`config.mk`:
```
export PLATFORM = sky130hd
export DESIGN_NAME = mem_access_stage_flat
export DESIGN_NICKNAME = d
export VERILOG_FILES = /design/src/rtl/mem_access_stage_if.sv /design/src/rtl/mem_access_stage.sv /design/src/flat_wrapper.sv
export SDC_FILE = /design/constraint.sdc
export NUM_CORES = 1
export LEC_CHECK = 0
export BUFFER_PORTS_ARGS = -buffer_cell sky130_fd_sc_hd__buf_2
export CAP_MARGIN = 20
export CORE_MARGIN = 2
export CORE_UTILIZATION = 53
export DETAILED_ROUTE_END_ITERATION = 10
export HOLD_SLACK_MARGIN = 0.03
export PLACE_DENSITY = 0.87
export SYNTH_ARGS = -nofsm -noshare
export SYNTH_HDL_FRONTEND = slang
export SYNTH_SLANG_ARGS = --single-unit
export TNS_END_PERCENT = 5
```
`constraint.sdc`:
```
create_clock -name clk_in -period 3.88 [get_ports clk_in]
set_input_delay 0 -clock clk_in [delete_from_list [all_inputs] [get_ports clk_in]]
set_output_delay 0 -clock clk_in [all_outputs]
set_load 0.03 [all_outputs]
```
`src/rtl/mem_access_stage_if.sv`:
```
// Byte-serial request/acknowledge bus between the memory-access stage and the
// memory controller. The stage drives the request side through the master modport.
interface mem_access_stage_if #(
  parameter int ADDR_WIDTH = 32
);
  logic                  memReq_out;
  logic                  memWr_out;
  logic [ADDR_WIDTH-1:0] memAddrOut_out;
  logic [7:0]            memWData_out;
  logic [7:0]            memRData_in;
  logic                  memAck_in;

  modport master (
    output memReq_out, memWr_out, memAddrOut_out, memWData_out,
    input  memRData_in, memAck_in
  );

  modport slave (
    input  memReq_out, memWr_out, memAddrOut_out, memWData_out,
    output memRData_in, memAck_in
  );
endinterface

```
`src/rtl/mem_access_stage.sv`:
```
// RISC-V MEM stage: register results pass through, loads/stores become byte transfers.
// Define MEM_MISALIGN_CHECK_EN to reject accesses not aligned to their own size.
module mem_access_stage #(
  parameter  int DATA_BYTES = 4,
  parameter  int ADDR_WIDTH = 32,
  localparam int XLEN       = 8 * DATA_BYTES
) (
  input  logic                  clk_in,
  input  logic                  rst_in,
  input  logic                  rdE_in,
  input  logic [4:0]            rdIdx_in,
  input  logic [XLEN-1:0]       rdData_in,
  input  logic                  memLoad_in,
  input  logic                  memStore_in,
  input  logic [2:0]            memFunct3_in,
  input  logic [ADDR_WIDTH-1:0] memAddr_in,
  input  logic [XLEN-1:0]       storeData_in,
  output logic                  rdE_out,
  output logic [4:0]            rdIdx_out,
  output logic [XLEN-1:0]       rdData_out,
  output logic                  memStall_out,
  output logic                  memMisalign_out,
  mem_access_stage_if.master    mem
);

  typedef enum logic [1:0] {IDLE, ACCESS, DONE} state_t;

  state_t          state;
  logic [2:0]      cnt;
  logic [XLEN-1:0] load_buf;
  logic [XLEN-1:0] load_ext;

  logic [3:0] size;
  logic [2:0] next_cnt;
  logic       mem_op;
  logic       illegal;
  logic       misaligned;
  logic       start;
  logic       last;

  assign size     = 4'd1 << memFunct3_in[1:0];
  assign mem_op   = memLoad_in | memStore_in;
  assign illegal  = size > 4'(DATA_BYTES);
  assign next_cnt = cnt + 3'd1;
  assign last     = (cnt == 3'(size - 4'd1));

`ifdef MEM_MISALIGN_CHECK_EN
  assign misaligned = |(memAddr_in[2:0] & 3'(size - 4'd1));
`else
  assign misaligned = 1'b0;
`endif

  assign start = mem_op & ~illegal & ~misaligned;

  // NOTE: state registers use non-blocking assignments so every flop samples
  // pre-edge values; blocking here would create order-dependent simulation.
  always_ff @(posedge clk_in) begin
    if (rst_in) begin
      // NOTE: load_buf is a small register, not a memory array, so it is
      // reset like any other state to keep reset values deterministic.
      state              <= IDLE;
      cnt                <= '0;
      load_buf           <= '0;
      mem.memReq_out     <= 1'b0;
      mem.memWr_out      <= 1'b0;
      mem.memAddrOut_out <= '0;
      mem.memWData_out   <= '0;
    end else begin
      case (state)
        IDLE: begin
          if (start) begin
            state              <= ACCESS;
            cnt                <= '0;
            load_buf           <= '0;
            mem.memReq_out     <= 1'b1;
            mem.memWr_out      <= memStore_in;
            mem.memAddrOut_out <= memAddr_in;
            mem.memWData_out   <= storeData_in[7:0];
          end
        end
        ACCESS: begin
          // Request outputs are registered, so they stay frozen until an ack.
          if (mem.memAck_in) begin
            if (memLoad_in) load_buf[8*int'(cnt) +: 8] <= mem.memRData_in;
            if (last) begin
              state          <= DONE;
              mem.memReq_out <= 1'b0;
              mem.memWr_out  <= 1'b0;
            end else begin
              cnt                <= next_cnt;
              mem.memAddrOut_out <= memAddr_in + ADDR_WIDTH'(next_cnt);
              mem.memWData_out   <= storeData_in[8*int'(next_cnt) +: 8];
            end
          end
        end
        default: state <= IDLE;
      endcase
    end
  end

  always_comb begin
    logic sign;
    sign = 1'b0;
    for (int i = 0; i < DATA_BYTES; i++)
      if (i == int'(size) - 1) sign = load_buf[8*i+7];
    for (int i = 0; i < DATA_BYTES; i++)
      load_ext[8*i +: 8] = (i < int'(size)) ? load_buf[8*i +: 8]
                                            : {8{sign & ~memFunct3_in[2]}};
  end

  // NOTE: every output gets a default before the case so no path leaves one
  // unassigned, which would otherwise infer a latch.
  always_comb begin
    rdE_out         = 1'b0;
    rdIdx_out       = '0;
    rdData_out      = '0;
    memStall_out    = 1'b0;
    memMisalign_out = 1'b0;
    if (!rst_in) begin
      case (state)
        IDLE: begin
          rdIdx_out  = rdIdx_in;
          rdData_out = rdData_in;
          if (!mem_op)          rdE_out         = rdE_in;
          else if (illegal)     rdE_out         = 1'b0;
          else if (misaligned)  memMisalign_out = 1'b1;
          else                  memStall_out    = 1'b1;
        end
        ACCESS: begin
          rdIdx_out    = rdIdx_in;
          memStall_out = 1'b1;
        end
        DONE: begin
          rdIdx_out = rdIdx_in;
          if (memLoad_in) begin
            rdE_out    = rdE_in;
            rdData_out = load_ext;
          end
        end
        default: ;
      endcase
    end
  end

endmodule

```
`src/flat_wrapper.sv`:
```
// flat-port wrapper written by rule: the top's interface ports become plain ports
module mem_access_stage_flat 
#(
  parameter  int DATA_BYTES = 4,
  parameter  int ADDR_WIDTH = 32,
  localparam int XLEN       = 8 * DATA_BYTES
)
  (clk_in, rst_in, rdE_in, rdIdx_in, rdData_in, memLoad_in, memStore_in, memFunct3_in, memAddr_in, storeData_in, rdE_out, rdIdx_out, rdData_out, memStall_out, memMisalign_out, mem_memReq_out, mem_memWr_out, mem_memAddrOut_out, mem_memWData_out, mem_memRData_in, mem_memAck_in);
  mem_access_stage_if #(.ADDR_WIDTH(ADDR_WIDTH)) mem_i ();
  input  logic clk_in;
  input  logic rst_in;
  input  logic rdE_in;
  input  logic [4:0] rdIdx_in;
  input  logic [XLEN-1:0] rdData_in;
  input  logic memLoad_in;
  input  logic memStore_in;
  input  logic [2:0] memFunct3_in;
  input  logic [ADDR_WIDTH-1:0] memAddr_in;
  input  logic [XLEN-1:0] storeData_in;
  output logic rdE_out;
  output logic [4:0] rdIdx_out;
  output logic [XLEN-1:0] rdData_out;
  output logic memStall_out;
  output logic memMisalign_out;
  output wire logic [$bits(mem_i.memReq_out)-1:0] mem_memReq_out;
  output wire logic [$bits(mem_i.memWr_out)-1:0] mem_memWr_out;
  output wire logic [$bits(mem_i.memAddrOut_out)-1:0] mem_memAddrOut_out;
  output wire logic [$bits(mem_i.memWData_out)-1:0] mem_memWData_out;
  input wire logic [$bits(mem_i.memRData_in)-1:0] mem_memRData_in;
  input wire logic [$bits(mem_i.memAck_in)-1:0] mem_memAck_in;
  assign mem_memReq_out = mem_i.memReq_out;
  assign mem_memWr_out = mem_i.memWr_out;
  assign mem_memAddrOut_out = mem_i.memAddrOut_out;
  assign mem_memWData_out = mem_i.memWData_out;
  assign mem_i.memRData_in = mem_memRData_in;
  assign mem_i.memAck_in = mem_memAck_in;
  mem_access_stage #(.DATA_BYTES(DATA_BYTES), .ADDR_WIDTH(ADDR_WIDTH)) u_core (.clk_in(clk_in), .rst_in(rst_in), .rdE_in(rdE_in), .rdIdx_in(rdIdx_in), .rdData_in(rdData_in), .memLoad_in(memLoad_in), .memStore_in(memStore_in), .memFunct3_in(memFunct3_in), .memAddr_in(memAddr_in), .storeData_in(storeData_in), .rdE_out(rdE_out), .rdIdx_out(rdIdx_out), .rdData_out(rdData_out), .memStall_out(memStall_out), .memMisalign_out(memMisalign_out), .mem(mem_i));
endmodule
```
==> results of run 1 <==
## registers in the layout, summed over array words and instances (netlist names)
name                       flops
u_core.load_buf               32
u_core.mem.memWr_out           1
u_core.mem.memWData_out        8
u_core.state                   2
u_core.mem.memAddrOut_out     32
u_core.cnt                     3
u_core.mem.memReq_out          1
## final timing paths
check	to	from	depth (start not counted)
setup reg to reg	u_core.mem.memAddrOut_out[29]$_SDFFE_PP0P_	u_core.cnt[1]$_SDFFE_PP0P_	8
hold reg to reg	u_core.load_buf[18]$_SDFFE_PP0P_	u_core.load_buf[18]$_SDFFE_PP0P_	2
setup / recovery	u_core.mem.memAddrOut_out[29]$_SDFFE_PP0P_	u_core.cnt[1]$_SDFFE_PP0P_	8
hold / removal	u_core.mem.memAddrOut_out[18]$_SDFFE_PP0P_	memAddr_in[18]	3
## per-layer routing
layer / part of all wire [%] / up-vias / GRT usage (%)
met5: 0 / - / 0
met4: 3.5 / 0 / 14.01
met3: 6.7 / 55 / 4.708
met2: 50 / 278 / 51.09
met1: 40 / 2565 / 35.80
li1: - / 2529 / -
## cells by family after synthesis
logic type / synth area share [%]
adders and majority gates: 3.001
DFF: 32.70
and+or+nand+nor: 23.56
buffers and inverters: 5.096
other: 0.07753
muxes: 4.346
AOI/OAI and AO/OA: 25.97
xor gates and xnor gates: 5.251
## timing repair
item	in CTS	in global routing
setup buffers	0	0
endpoints found under the hold margin	46	0
endpoints found under the setup margin	0	0
resized for setup	0	0
hold buffers	22	0
## worst max-delay path, cell delays in order (launching register included)
cell      delay, ns
dfxtp_1        0.47
ha_1           0.26
xor2_1         0.10
ha_1           0.37
a21oi_1        0.10
a21oi_1        0.56
nand3_1        0.24
or3_1          0.41
a311oi_1       0.27
## metrics by stage
| stage | cells | cell area [um2] | utilization (%) | worst slack [ns] | total power [mW] |
|---|---|---|---|---|---|
| 5_1_grt | 903 | 6289 | 71.41 | 0.8180 | 2.446 |
| 3_5_place_dp | 865 | 5831 | 66.21 | 1.151 | 1.608 |
| 4_1_cts | 903 | 6289 | 71.41 | 1.057 | 2.353 |
| 2_1_floorplan | 596 | 4837 | - | 1.271 | 1.397 |
| 3_3_place_gp | 865 | 5831 | 66.21 | 1.312 | 1.583 |
| 6_report | 903 | 6289 | 71.41 | 1.002 | 2.362 |
## layout by cell type (no fill, tap or decap), drive strengths merged, types with 8 or more instances in the layout
master and count:
inv 9, nand2 67, mux4 8, o21ai 34, xor2 23, clkbuf 11, buf 206, dfxtp 79
and2 9, nand2b 13, nand3 42, a22oi 24, ha 10, nor2 70, dlygate4sd3 22, a211oi 35
a21oi 59, nand4 15
## layout make-up
type	instances	area share [%]
clock inverter	5	1.691
sequential	79	25.15
clock buffer	11	2.089
timing repair buffer	228	20.25
inverter	9	0.5372
multi-input combinational	463	48.13
tap	108	2.149
## power by group through the flow
| stage | Combinational (mW) | Clock, mW | Sequential (mW) |
|---|---|---|---|
| after floorplan | 0.377 | 0 | 1.02 |
| after global placement | 0.664 | 0 | 0.919 |
| after detailed placement | 0.686 | 0 | 0.922 |
| after CTS | 0.708 | 0.741 | 0.903 |
| after global routing | 0.764 | 0.772 | 0.910 |
| final | 0.715 | 0.742 | 0.905 |
==> impl_metrics.prom, run 1 <==
# TYPE chip_impl_metric gauge
chip_impl_metric{name="slew_headroom",unit="%"} 31.66
chip_impl_info{name="clock-root-buffer",value="clkbuf_8"} 1
chip_impl_metric{name="finalClockSkew",unit="ns"} 0.01501
chip_impl_metric{name="p_leak",unit="nW"} 2.677
chip_impl_metric{name="report.final.hold_viol_count",unit=""} 0
chip_impl_info{name="synth_most_common_cell",value="dfxtp_1"} 1
chip_impl_metric{name="synthArstFlopShare",unit="%"} 0
chip_impl_metric{name="grt.overflow.total",unit=""} 0
chip_impl_metric{name="finalHoldWorstSlack",unit="ns"} 0.04080
chip_impl_metric{name="synth-seq-cells",unit=""} 79
chip_impl_metric{name="synth_nets",unit=""} 725
chip_impl_metric{name="layout-drive-gt1-share",unit="%"} 33.96
chip_impl_metric{name="layout-area-overhead-vs-synth",unit="%"} 30.01
chip_impl_metric{name="synth_sequential_area_ratio",unit="%"} 32.70
chip_impl_metric{name="grt_pass1_vias",unit=""} 5266
chip_impl_info{name="worst_setup_start_kind",value="flop"} 1
chip_impl_info{name="holdCritPathClass",value="in2reg"} 1
chip_impl_info{name="rsz0062_at_grt",value="false"} 1
chip_impl_metric{name="die_y",unit="um"} 99.54
chip_impl_metric{name="initial_utilization",unit="%"} 54.93
chip_impl_info{name="netlist_top_cells_area",value="dfxtp_1 33%, a211oi_2 8.0%, a21oi_1 6.1%"} 1
chip_impl_metric{name="pin_count",unit=""} 200
chip_impl_metric{name="period_needed",unit="ns"} 2.878
chip_impl_metric{name="layout.area.seq",unit="mm2"} 0.001582
chip_impl_metric{name="maxcap_violations",unit=""} 0
chip_impl_metric{name="antenna_cells",unit=""} 0
chip_impl_metric{name="cts_buffers",unit=""} 9
chip_impl_metric{name="critPathMaxFanout",unit=""} 8
chip_impl_metric{name="final-max-slew-violation-count",unit=""} 0
chip_impl_metric{name="starting_drc_count_in_detailed_routing",unit=""} 449
chip_impl_metric{name="fmax",unit="MHz"} 347.4
chip_impl_metric{name="internal-power",unit="mW"} 1.547
chip_impl_metric{name="post-route-drc-count",unit=""} 0
chip_impl_metric{name="cts.sink_count",unit=""} 79
chip_impl_metric{name="yosys_warnings",unit=""} 0
chip_impl_metric{name="worst_skew_pair.late_latency",unit="ns"} 0.37
chip_impl_metric{name="dp_hpwl",unit="mm"} 10.35
chip_impl_metric{name="worst-slew-pin-transition",unit="ns"} 1.017
chip_impl_info{name="ys_dominant_reg_cell",value="dfxtp_1"} 1
chip_impl_metric{name="setup_viol",unit=""} 0
chip_impl_metric{name="synth_largest_type_area_fraction",unit="%"} 32.70
chip_impl_metric{name="power_frac_clock",unit="%"} 31.4
chip_impl_metric{name="totalWireLength",unit="mm"} 15.00
chip_impl_info{name="timing.setup.critical_path_class",value="reg2reg"} 1
chip_impl_info{name="yosys.area.top_type",value="dfxtp_1"} 1
chip_impl_metric{name="clock_tree.htree_level_count",unit=""} 3
chip_impl_metric{name="power_switching",unit="mW"} 0.8148
chip_impl_metric{name="setup-tns-final",unit="ns"} 0
chip_impl_metric{name="design.core.area",unit="mm2"} 0.008806
chip_impl_metric{name="grt_first_pass_wirelength",unit="mm"} 24.12
chip_impl_metric{name="multiInputGateArea",unit="mm2"} 0.003027
chip_impl_metric{name="floorplan_row_count",unit=""} 34
chip_impl_metric{name="combined_global_route_utilization_of_all_metal_layers",unit="%"} 29.53
chip_impl_metric{name="layout.nets",unit=""} 919
chip_impl_metric{name="gp_congestion",unit=""} 0.8805
chip_impl_metric{name="route.antenna.remaining_nets",unit=""} 0
chip_impl_metric{name="worst_setup_hold_path_clk_slew",unit="ns"} 0.09
chip_impl_info{name="critPathCaptureType",value="flop"} 1
chip_impl_metric{name="register_to_register_path_setup_slack",unit="ns"} 1.00
chip_impl_metric{name="grt_max_degree",unit=""} 61
chip_impl_metric{name="num_vias",unit=""} 5427
chip_impl_metric{name="die-area",unit="mm2"} 0.009907
chip_impl_metric{name="power.share.combinational",unit="%"} 30.3
chip_impl_metric{name="worst_ir_drop_vdd",unit="uV"} 261.6
chip_impl_metric{name="cp_data_arrival_time",unit="ns"} 3.15
chip_impl_metric{name="num-fill-cells",unit=""} 641
chip_impl_metric{name="number_of_synthesized_flops_with_an_enable_pin",unit=""} 0
chip_impl_metric{name="wl_per_cell",unit="um"} 16.61
chip_impl_metric{name="io_buffer_count",unit=""} 198
chip_impl_metric{name="seqPwrFrac",unit="%"} 38.3
chip_impl_metric{name="cellPowerDensity",unit="mW/mm2"} 375.6
chip_impl_info{name="cts_tree",value="yes"} 1
chip_impl_metric{name="fp.dieW",unit="um"} 99.54
chip_impl_info{name="outcome",value="completed"} 1
chip_impl_metric{name="post_synth_num_cell_types",unit=""} 52
chip_impl_metric{name="post_synth.cell_area_avg",unit="um2"} 8.116
chip_impl_metric{name="syn_inst",unit=""} 596
chip_impl_info{name="cell_types_with_the_highest_counts_after_synthesis",value="79 x dfxtp_1, 70 x nor2_1, 67 x nand2_1, 59 x a21oi_1, 42 x nand3_1"} 1
chip_impl_metric{name="routed_via_density",unit=""} 6.010
chip_impl_metric{name="mappedNetlistArea",unit="mm2"} 0.004837
chip_impl_metric{name="worst-endpoint-required",unit="ns"} 4.15
chip_impl_metric{name="switching_part_of_the_total_power",unit="%"} 34.50
chip_impl_metric{name="fin_crit_sh",unit="%"} 74.18
chip_impl_metric{name="drt_pass1_iterations",unit=""} 6
chip_impl_metric{name="max-clock-path-buffers",unit=""} 2
chip_impl_metric{name="antenna_found_initial",unit=""} 0
No activity file was read; power rests on OpenSTA's default activity.
==> run 2, diff against run 1 <==
--- a/config.mk
+++ b/config.mk
@@ -5,13 +5,14 @@
 export SDC_FILE = /design/constraint.sdc
 export NUM_CORES = 1
 export LEC_CHECK = 0
+export ABC_AREA = 1
 export BUFFER_PORTS_ARGS = -buffer_cell sky130_fd_sc_hd__buf_2
 export CAP_MARGIN = 20
 export CORE_MARGIN = 2
-export CORE_UTILIZATION = 53
+export CORE_UTILIZATION = 50
 export DETAILED_ROUTE_END_ITERATION = 10
 export HOLD_SLACK_MARGIN = 0.03
-export PLACE_DENSITY = 0.87
+export PLACE_DENSITY = 0.81
 export SYNTH_ARGS = -nofsm -noshare
 export SYNTH_HDL_FRONTEND = slang
 export SYNTH_SLANG_ARGS = --single-unit
==> constraint.sdc (replaced) <==
create_clock -name clk_in -period 3 [get_ports clk_in]
set_input_delay 0 -clock clk_in [delete_from_list [all_inputs] [get_ports clk_in]]
set_output_delay 0 -clock clk_in [all_outputs]
set_load 0.03 [all_outputs]
==> impl_metrics.prom, run 2 <==
# TYPE chip_impl_metric gauge
chip_impl_metric{name="synth_largest_type_area_fraction",unit="%"} 29.85
chip_impl_metric{name="finalClockSkew",unit="ns"} 0.006721
chip_impl_metric{name="worst_setup_hold_path_clk_slew",unit="ns"} 0.08
chip_impl_metric{name="layout.nets",unit=""} 1195
chip_impl_info{name="timing.setup.critical_path_class",value="reg2reg"} 1
chip_impl_info{name="largest_registers",value="u_core.load_buf: 32 flops, u_core.mem.memAddrOut_out: 32 flops, u_core.mem.memWData_out: 8 flops"} 1
chip_impl_metric{name="die-area",unit="mm2"} 0.01143
chip_impl_metric{name="fp.dieW",unit="um"} 106.9
chip_impl_metric{name="grt.overflow.total",unit=""} 0
chip_impl_metric{name="dp_hpwl",unit="mm"} 11.07
chip_impl_metric{name="internal-power",unit="mW"} 1.931
chip_impl_metric{name="mappedNetlistArea",unit="mm2"} 0.005298
chip_impl_metric{name="period_needed",unit="ns"} 2.393
chip_impl_metric{name="totalWireLength",unit="mm"} 15.54
chip_impl_metric{name="starting_drc_count_in_detailed_routing",unit=""} 429
chip_impl_metric{name="maxcap_violations",unit=""} 0
chip_impl_metric{name="power.share.combinational",unit="%"} 38.1
chip_impl_metric{name="setup_viol",unit=""} 0
chip_impl_metric{name="io_buffer_count",unit=""} 198
chip_impl_metric{name="setup-tns-final",unit="ns"} 0
chip_impl_metric{name="max-clock-path-buffers",unit=""} 2
chip_impl_info{name="mostFrequentLayoutCell",value="nand2_1"} 1
chip_impl_metric{name="slew_headroom",unit="%"} 46.72
chip_impl_metric{name="worst-slew-pin-transition",unit="ns"} 0.7983
chip_impl_metric{name="grt_pass1_vias",unit=""} 5689
chip_impl_metric{name="design.core.area",unit="mm2"} 0.01032
chip_impl_metric{name="fin_crit_sh",unit="%"} 79.76
chip_impl_metric{name="antenna_found_initial",unit=""} 1
chip_impl_info{name="synth_most_common_cell",value="nand2_1"} 1
chip_impl_info{name="crit_path_cell_trace",value="inv_2 -> ha_1 -> fa_1 -> nand2_1 -> nand2_1 -> nand2_1 -> inv_1 -> nand2_1 -> nor2_2 -> or2_2 -> a21oi_1 -> nor2_1"} 1
chip_impl_info{name="clock-root-buffer",value="clkbuf_8"} 1
chip_impl_metric{name="fin_util",unit="%"} 65.41
chip_impl_info{name="most-common-layout-cells",value="206 x nand2_1, 198 x buf_2, 129 x nor2_1"} 1
chip_impl_metric{name="syn_inst",unit=""} 864
chip_impl_metric{name="synthArstFlopShare",unit="%"} 0
chip_impl_metric{name="final-instance-count-excl-fill",unit=""} 1207
chip_impl_metric{name="finalHoldWorstSlack",unit="ns"} 0.04445
chip_impl_info{name="holdCritPathClass",value="in2reg"} 1
chip_impl_info{name="netlist_top_cells_area",value="dfxtp_1 30%, nand2_1 15%, nor2_1 9.1%"} 1
chip_impl_metric{name="wl_per_cell",unit="um"} 12.88
chip_impl_info{name="outcome",value="completed"} 1
chip_impl_metric{name="cp_data_arrival_time",unit="ns"} 2.63
chip_impl_info{name="cp_slowest_cell",value="fa_1"} 1
chip_impl_metric{name="fmax",unit="MHz"} 417.9
chip_impl_metric{name="routed_via_density",unit=""} 5.146
chip_impl_info{name="critPathCaptureType",value="flop"} 1
chip_impl_metric{name="gp_congestion",unit=""} 0.9382
chip_impl_info{name="critical_path.most_common_cell",value="nand2_1"} 1
chip_impl_info{name="yosys.area.top_type",value="dfxtp_1"} 1
chip_impl_metric{name="placed_cells",unit=""} 1164
chip_impl_metric{name="pin_count",unit=""} 200
chip_impl_metric{name="worst_ir_drop_vdd",unit="uV"} 279.7
chip_impl_metric{name="drt_pass1_iterations",unit=""} 5
chip_impl_metric{name="cts_buffers",unit=""} 9
chip_impl_metric{name="grt_max_degree",unit=""} 62
chip_impl_metric{name="cp_slowest_stage_delay",unit="ns"} 0.40
chip_impl_metric{name="initial_utilization",unit="%"} 51.31
chip_impl_metric{name="critPathMaxFanout",unit=""} 12
chip_impl_metric{name="number_of_synthesized_flops_with_an_enable_pin",unit=""} 0
chip_impl_metric{name="synth_sequential_area_ratio",unit="%"} 29.85
chip_impl_metric{name="combined_global_route_utilization_of_all_metal_layers",unit="%"} 27.57
chip_impl_metric{name="switching_part_of_the_total_power",unit="%"} 40.04
chip_impl_metric{name="worst-endpoint-required",unit="ns"} 3.23
chip_impl_metric{name="layout-area-overhead-vs-synth",unit="%"} 27.47
chip_impl_metric{name="power_switching",unit="mW"} 1.290
chip_impl_metric{name="synth_nets",unit=""} 993
chip_impl_metric{name="worst_skew_pair.late_latency",unit="ns"} 0.35
chip_impl_metric{name="clock_tree.htree_level_count",unit=""} 3
chip_impl_info{name="cell_types_with_the_highest_counts_after_synthesis",value="206 x nand2_1, 129 x nor2_1, 92 x a21oi_1, 83 x inv_1, 79 x dfxtp_1"} 1
chip_impl_info{name="ys_dominant_reg_cell",value="dfxtp_1"} 1
chip_impl_info{name="rsz0062_at_grt",value="false"} 1
chip_impl_metric{name="grt_first_pass_wirelength",unit="mm"} 25.80
chip_impl_info{name="worst_setup_start_kind",value="flop"} 1
chip_impl_metric{name="post_synth.cell_area_avg",unit="um2"} 6.131
chip_impl_info{name="hold_path_startpoint",value="memAddr_in[25]"} 1
chip_impl_metric{name="layout-drive-gt1-share",unit="%"} 23.27
chip_impl_metric{name="post-route-drc-count",unit=""} 0
chip_impl_metric{name="cts.sink_count",unit=""} 79
chip_impl_metric{name="pre_cts_ws",unit="ns"} 0.6352
chip_impl_info{name="cp-startpoint",value="u_core.cnt[0]$_SDFFE_PP0P_"} 1
chip_impl_metric{name="synth-seq-cells",unit=""} 79
chip_impl_metric{name="yosys_warnings",unit=""} 0
chip_impl_metric{name="die_y",unit="um"} 106.9
chip_impl_metric{name="floorplan_row_count",unit=""} 37
chip_impl_metric{name="post_synth_num_cell_types",unit=""} 39
chip_impl_metric{name="report.final.hold_viol_count",unit=""} 0
chip_impl_info{name="worst_r2r_startpoint",value="u_core.cnt[0]$_SDFFE_PP0P_"} 1
chip_impl_metric{name="final-max-slew-violation-count",unit=""} 0
chip_impl_metric{name="cellPowerDensity",unit="mW/mm2"} 476.9
chip_impl_metric{name="cts_setup_buffers",unit=""} 0
chip_impl_metric{name="power_frac_clock",unit="%"} 24.1
chip_impl_metric{name="p_leak",unit="nW"} 3.313
chip_impl_metric{name="num_vias",unit=""} 6211
chip_impl_metric{name="worst_slack",unit="ns"} 0.6071
chip_impl_metric{name="route.antenna.remaining_nets",unit=""} 0
chip_impl_info{name="cts_tree",value="yes"} 1
chip_impl_metric{name="seqPwrFrac",unit="%"} 37.9
run 2: cell types whose count changed after synthesis, sizes merged, moves of 9 or more:
cell    change
o211ai     +16
nand3       +9
o21ai      +55
a211oi     -35
nand2b     -13
a21oi      +35
nand2     +143
nor2       +63
a22oi      -20
xor2       -14
inv        +82
run 2: metrics by stage:
step           cell area [um2]  power, mW
3_5_place_dp              6292      2.427
2_1_floorplan             5298      2.106
5_1_grt                   6750      3.435
3_3_place_gp              6292      2.411
6_report                  6753      3.221
4_1_cts                   6750      3.228
run 2: timing repair:
action,4_1_cts,5_1_grt
endpoints found under the hold margin,35,0
gates resized for setup,0,0
hold buffers,27,0
run 2: layout make-up:
type                    instances  area, um2
repair buffers                235       1336
multi-input cells             650       3131
clock inverters                 5      60.06
flip-flops and latches         79       1582
clock buffers                  10      127.6
diodes                          1      2.502
inverters                      91      344.1
fillers                       990       3571
well taps                     136      170.2
run 2: kinds of logic (layout without fill, tap and decap cells):
logic type,count (synthesis),in the layout,share of synthesized area (%)
xor gates and xnor gates,12,12,1.984
buffers and inverters,135,341,11.05
and+or+nand+nor,420,420,33.25
DFF,79,79,29.85
adders and majority gates,11,11,2.740
other,1,2,0.07079
AOI/OAI and AO/OA,206,206,21.04
run 2: power groups by stage:
| stage | Combinational, mW | Clock, mW | Sequential [mW] |
|---|---|---|---|
| 3_3_place_gp | 1.17 | 0 | 1.24 |
| 3_5_place_dp | 1.18 | 0 | 1.24 |
| 6_report | 1.23 | 0.776 | 1.22 |
| 2_1_floorplan | 0.714 | 0 | 1.39 |
| 4_1_cts | 1.22 | 0.789 | 1.22 |
| 5_1_grt | 1.37 | 0.832 | 1.23 |
run 2: final timing paths:
path / end / slack, ns / cells past startpoint
worst max register to register: u_core.mem.memAddrOut_out[14]$_SDFFE_PP0P_ / 0.61 / 12
worst max-delay path: u_core.mem.memAddrOut_out[14]$_SDFFE_PP0P_ / 0.61 / 12
worst min register to register: u_core.load_buf[22]$_SDFFE_PP0P_ / 0.45 / 2
worst min-delay path: u_core.mem.memAddrOut_out[25]$_SDFFE_PP0P_ / 0.04 / 4
run 2: metal layers:
layer / global-route usage, % / routed length [um] / up-vias
li1: - / - / 3199
met1: 34.66 / 6764 / 2737
met2: 46.72 / 7194 / 240
met3: 5.106 / 1226 / 35
met4: 10.76 / 354 / 0
met5: 0 / 0 / -
run 2: critical path, delay by kind of cell, from the launching register on:
kind                     cells  cell delay, ns
AND/OR/NAND/NOR              7            0.78
adder cells (fa/ha/maj)      2            0.77
flip-flops                   1            0.39
buffers and inverters        2            0.21
AO/OA/AOI/OAI                1            0.13
==> run 3, diff against run 2 <==
==> constraint.sdc (replaced) <==
create_clock -name clk_in -period 2.48 [get_ports clk_in]
set_input_delay 0 -clock clk_in [delete_from_list [all_inputs] [get_ports clk_in]]
set_output_delay 0 -clock clk_in [all_outputs]
set_load 0.03 [all_outputs]
==> impl_metrics.prom, run 3 (synthesized netlist as in run 2, its figures left out) <==
# TYPE chip_impl_metric gauge
chip_impl_info{name="outcome",value="completed"} 1
chip_impl_info{name="hold_path_startpoint",value="memAddr_in[22]"} 1
chip_impl_metric{name="die_y",unit="um"} 106.9
chip_impl_metric{name="clock_tree.htree_level_count",unit=""} 3
chip_impl_info{name="cp_slowest_cell",value="dfxtp_2"} 1
chip_impl_metric{name="floorplan_row_count",unit=""} 37
chip_impl_metric{name="wl_per_cell",unit="um"} 12.90
chip_impl_metric{name="post-route-drc-count",unit=""} 0
chip_impl_metric{name="period_needed",unit="ns"} 2.260
chip_impl_metric{name="grt_max_degree",unit=""} 40
chip_impl_info{name="gr-max-usage-layer",value="met2"} 1
chip_impl_metric{name="worst-endpoint-required",unit="ns"} 2.72
chip_impl_metric{name="gp_congestion",unit=""} 0.9436
chip_impl_metric{name="register_to_register_path_setup_slack",unit="ns"} 0.22
chip_impl_metric{name="layout-drive-gt1-share",unit="%"} 24.10
chip_impl_metric{name="dp_hpwl",unit="mm"} 11.25
chip_impl_metric{name="pre_cts_ws",unit="ns"} 0.1385
chip_impl_metric{name="p_leak",unit="nW"} 3.359
chip_impl_metric{name="slew_headroom",unit="%"} 54.18
chip_impl_metric{name="final-max-slew-violation-count",unit=""} 0
chip_impl_info{name="clock-root-buffer",value="clkbuf_8"} 1
chip_impl_metric{name="fp.dieW",unit="um"} 106.9
chip_impl_info{name="critical_path.most_common_cell",value="nand2_1"} 1
chip_impl_metric{name="initial_utilization",unit="%"} 51.31
chip_impl_metric{name="grt_pass1_vias",unit=""} 5608
chip_impl_metric{name="layout-area-overhead-vs-synth",unit="%"} 29.55
chip_impl_metric{name="cts.sink_count",unit=""} 79
chip_impl_metric{name="fmax",unit="MHz"} 442.4
chip_impl_info{name="holdCritPathClass",value="in2reg"} 1
chip_impl_metric{name="maxcap_violations",unit=""} 0
chip_impl_metric{name="postLayoutCellArea",unit="mm2"} 0.006863
chip_impl_metric{name="grt_first_pass_wirelength",unit="mm"} 25.77
chip_impl_info{name="crit_path_cell_trace",value="ha_1 -> xnor2_1 -> inv_1 -> ha_1 -> nand2_1 -> nand2_1 -> nand2_1 -> inv_1 -> nand3_1 -> nor2_2 -> nand3_1 -> nand2_1 -> a21oi_1"} 1
chip_impl_info{name="mostFrequentLayoutCell",value="nand2_1"} 1
chip_impl_metric{name="grt.overflow.total",unit=""} 0
chip_impl_metric{name="route.antenna.remaining_nets",unit=""} 0
chip_impl_metric{name="worst_slack",unit="ns"} 0.2196
chip_impl_metric{name="worst_skew_pair.late_latency",unit="ns"} 0.35
chip_impl_metric{name="cp_data_arrival_time",unit="ns"} 2.50
chip_impl_metric{name="cp_slowest_stage_delay",unit="ns"} 0.36
chip_impl_info{name="largest_registers",value="u_core.load_buf: 32 flops, u_core.mem.memAddrOut_out: 32 flops, u_core.mem.memWData_out: 8 flops"} 1
chip_impl_info{name="worstHoldEndpoint",value="u_core.mem.memAddrOut_out[22]$_SDFFE_PP0P_"} 1
chip_impl_metric{name="worst_setup_hold_path_clk_slew",unit="ns"} 0.09
chip_impl_info{name="most-common-layout-cells",value="206 x nand2_1, 198 x buf_2, 127 x nor2_1"} 1
chip_impl_metric{name="critPathMaxFanout",unit=""} 5
chip_impl_metric{name="layout.nets",unit=""} 1204
chip_impl_info{name="timing.setup.critical_path_class",value="reg2reg"} 1
chip_impl_metric{name="use_met2",unit="%"} 46.54
chip_impl_metric{name="reg2regPathDepth",unit=""} 13
chip_impl_metric{name="die-area",unit="mm2"} 0.01143
chip_impl_info{name="worst_r2r_startpoint",value="u_core.cnt[1]$_SDFFE_PP0P_"} 1
chip_impl_metric{name="routed_via_density",unit=""} 5.078
chip_impl_metric{name="max-clock-path-buffers",unit=""} 2
chip_impl_metric{name="design.core.area",unit="mm2"} 0.01032
chip_impl_metric{name="finalClockSkew",unit="ns"} 0.01237
chip_impl_info{name="critPathCaptureType",value="flop"} 1
chip_impl_metric{name="drt_pass1_iterations",unit=""} 5
chip_impl_metric{name="setup_viol",unit=""} 0
chip_impl_metric{name="antenna_found_initial",unit=""} 1
chip_impl_info{name="worst_r2r_endpoint",value="u_core.mem.memAddrOut_out[26]$_SDFFE_PP0P_"} 1
chip_impl_metric{name="min_path_cells",unit=""} 4
chip_impl_metric{name="cellPowerDensity",unit="mW/mm2"} 558.9
chip_impl_metric{name="starting_drc_count_in_detailed_routing",unit=""} 339
chip_impl_metric{name="report.final.hold_viol_count",unit=""} 0
chip_impl_metric{name="grt.met3_usage",unit="%"} 5.897
chip_impl_metric{name="worst-slew-pin-transition",unit="ns"} 0.6866
chip_impl_metric{name="num_vias",unit=""} 6175
chip_impl_metric{name="worst_ir_drop_vdd",unit="uV"} 383.7
chip_impl_info{name="worst_setup_start_kind",value="flop"} 1
chip_impl_metric{name="io_buffer_count",unit=""} 198
chip_impl_info{name="cts_tree",value="yes"} 1
chip_impl_metric{name="fin_crit_sh",unit="%"} 91.15
chip_impl_metric{name="combined_global_route_utilization_of_all_metal_layers",unit="%"} 27.40
chip_impl_metric{name="totalWireLength",unit="mm"} 15.69
chip_impl_metric{name="grtUsageMet1",unit="%"} 34.68
chip_impl_metric{name="cts_buffers",unit=""} 9
chip_impl_metric{name="postPlaceCellArea",unit="mm2"} 0.006347
chip_impl_metric{name="num-fill-cells",unit=""} 969
chip_impl_metric{name="pin_count",unit=""} 200
==> run 3: cell types whose count changed in the layout (fill, tap and decap cells not counted), moves of 2 or more <==
cell           previous run  this run
dfxtp_1                  79        77
buf_4                    10        12
dfxtp_2                   0         2
nor2_1                  129       127
clkinv_2                  1         3
dlygate4sd3_1            27        32
buf_12                    0         2
==> run 3: repair_timing <==
| action | 4_1_cts | 5_1_grt |
|---|---|---|
| endpoints found under the setup margin | 0 | 10 |
| hold buffers | 32 | 0 |
| setup buffers | 0 | 0 |
| resized for setup | 0 | 7 |
| endpoints found under the hold margin | 40 | 0 |
==> run 3: area by class of cell <==
| class | instances | area [um2] | share of cell area (%) |
|---|---|---|---|
| multi-input combinational | 650 | 3158 | 46.02 |
| sequential | 79 | 1584 | 23.08 |
| timing repair buffer | 244 | 1441 | 21.00 |
| inverter | 91 | 344.1 | 5.014 |
| tap | 136 | 170.2 | 2.479 |
| clock buffer | 9 | 123.9 | 1.805 |
| clock inverter | 6 | 38.79 | 0.5652 |
| antenna | 1 | 2.502 | 0.03646 |
==> run 3: worst max-delay path by stage <==
stage,from,end,slack (ns),depth (start not counted)
final,u_core.cnt[1]$_SDFFE_PP0P_,u_core.mem.memAddrOut_out[26]$_SDFFE_PP0P_,0.22,13
after global routing,u_core.cnt[0]$_SDFFE_PP0P_,u_core.mem.memAddrOut_out[24]$_SDFFE_PP0P_,-0.03,14
after CTS,u_core.cnt[0]$_SDFFE_PP0P_,u_core.mem.memAddrOut_out[14]$_SDFFE_PP0P_,0.11,12
after detailed placement,u_core.cnt[0]$_SDFFE_PP0P_,u_core.mem.memAddrOut_out[14]$_SDFFE_PP0P_,0.14,12
after global placement,u_core.cnt[0]$_SDFFE_PP0P_,u_core.mem.memAddrOut_out[14]$_SDFFE_PP0P_,0.18,12
after floorplan,u_core.cnt[1]$_SDFFE_PP0P_,u_core.mem.memAddrOut_out[14]$_SDFFE_PP0P_,0.10,13
==> run 3: worst max-delay path: cells and delay by family (launching register included) <==
| family | cells | cell delay [ns] |
|---|---|---|
| buffers and inverters | 2 | 0.15 |
| adder cells (fa/ha/maj) | 2 | 0.54 |
| AO/OA/AOI/OAI | 1 | 0.05 |
| XOR/XNOR | 1 | 0.21 |
| AND/OR/NAND/NOR | 7 | 0.84 |
| flip-flops | 1 | 0.36 |
==> run 3: per-stage QoR <==
stage / total power [mW] / util, % / cells / TNS [ns] / hold WS (ns)
3_3_place_gp: 2.943 / 61.48 / 1168 / 0 / 0.2801
4_1_cts: 3.834 / 66.16 / 1215 / 0 / 0.03240
3_5_place_dp: 2.955 / 61.48 / 1168 / 0 / 0.2811
5_1_grt: 4.092 / 66.45 / 1215 / -0.05049 / 0.05000
2_1_floorplan: 2.548 / - / 864 / 0 / 0.1353
6_report: 3.835 / 66.48 / 1216 / 0 / 0.04528
==> run 3: power by group <==
part,switching (mW),internal (mW),total [mW]
sequential,0.0736,1.40,1.48
clock,0.486,0.354,0.841
combinational,1.01,0.503,1.52
total,1.57,2.26,3.84
==> run 3: layer usage <==
| layer | wire [um] | vias up |
|---|---|---|
| met5 | 0 | - |
| met1 | 6814 | 2706 |
| met4 | 323 | 0 |
| li1 | - | 3217 |
| met2 | 7335 | 221 |
| met3 | 1212 | 31 |
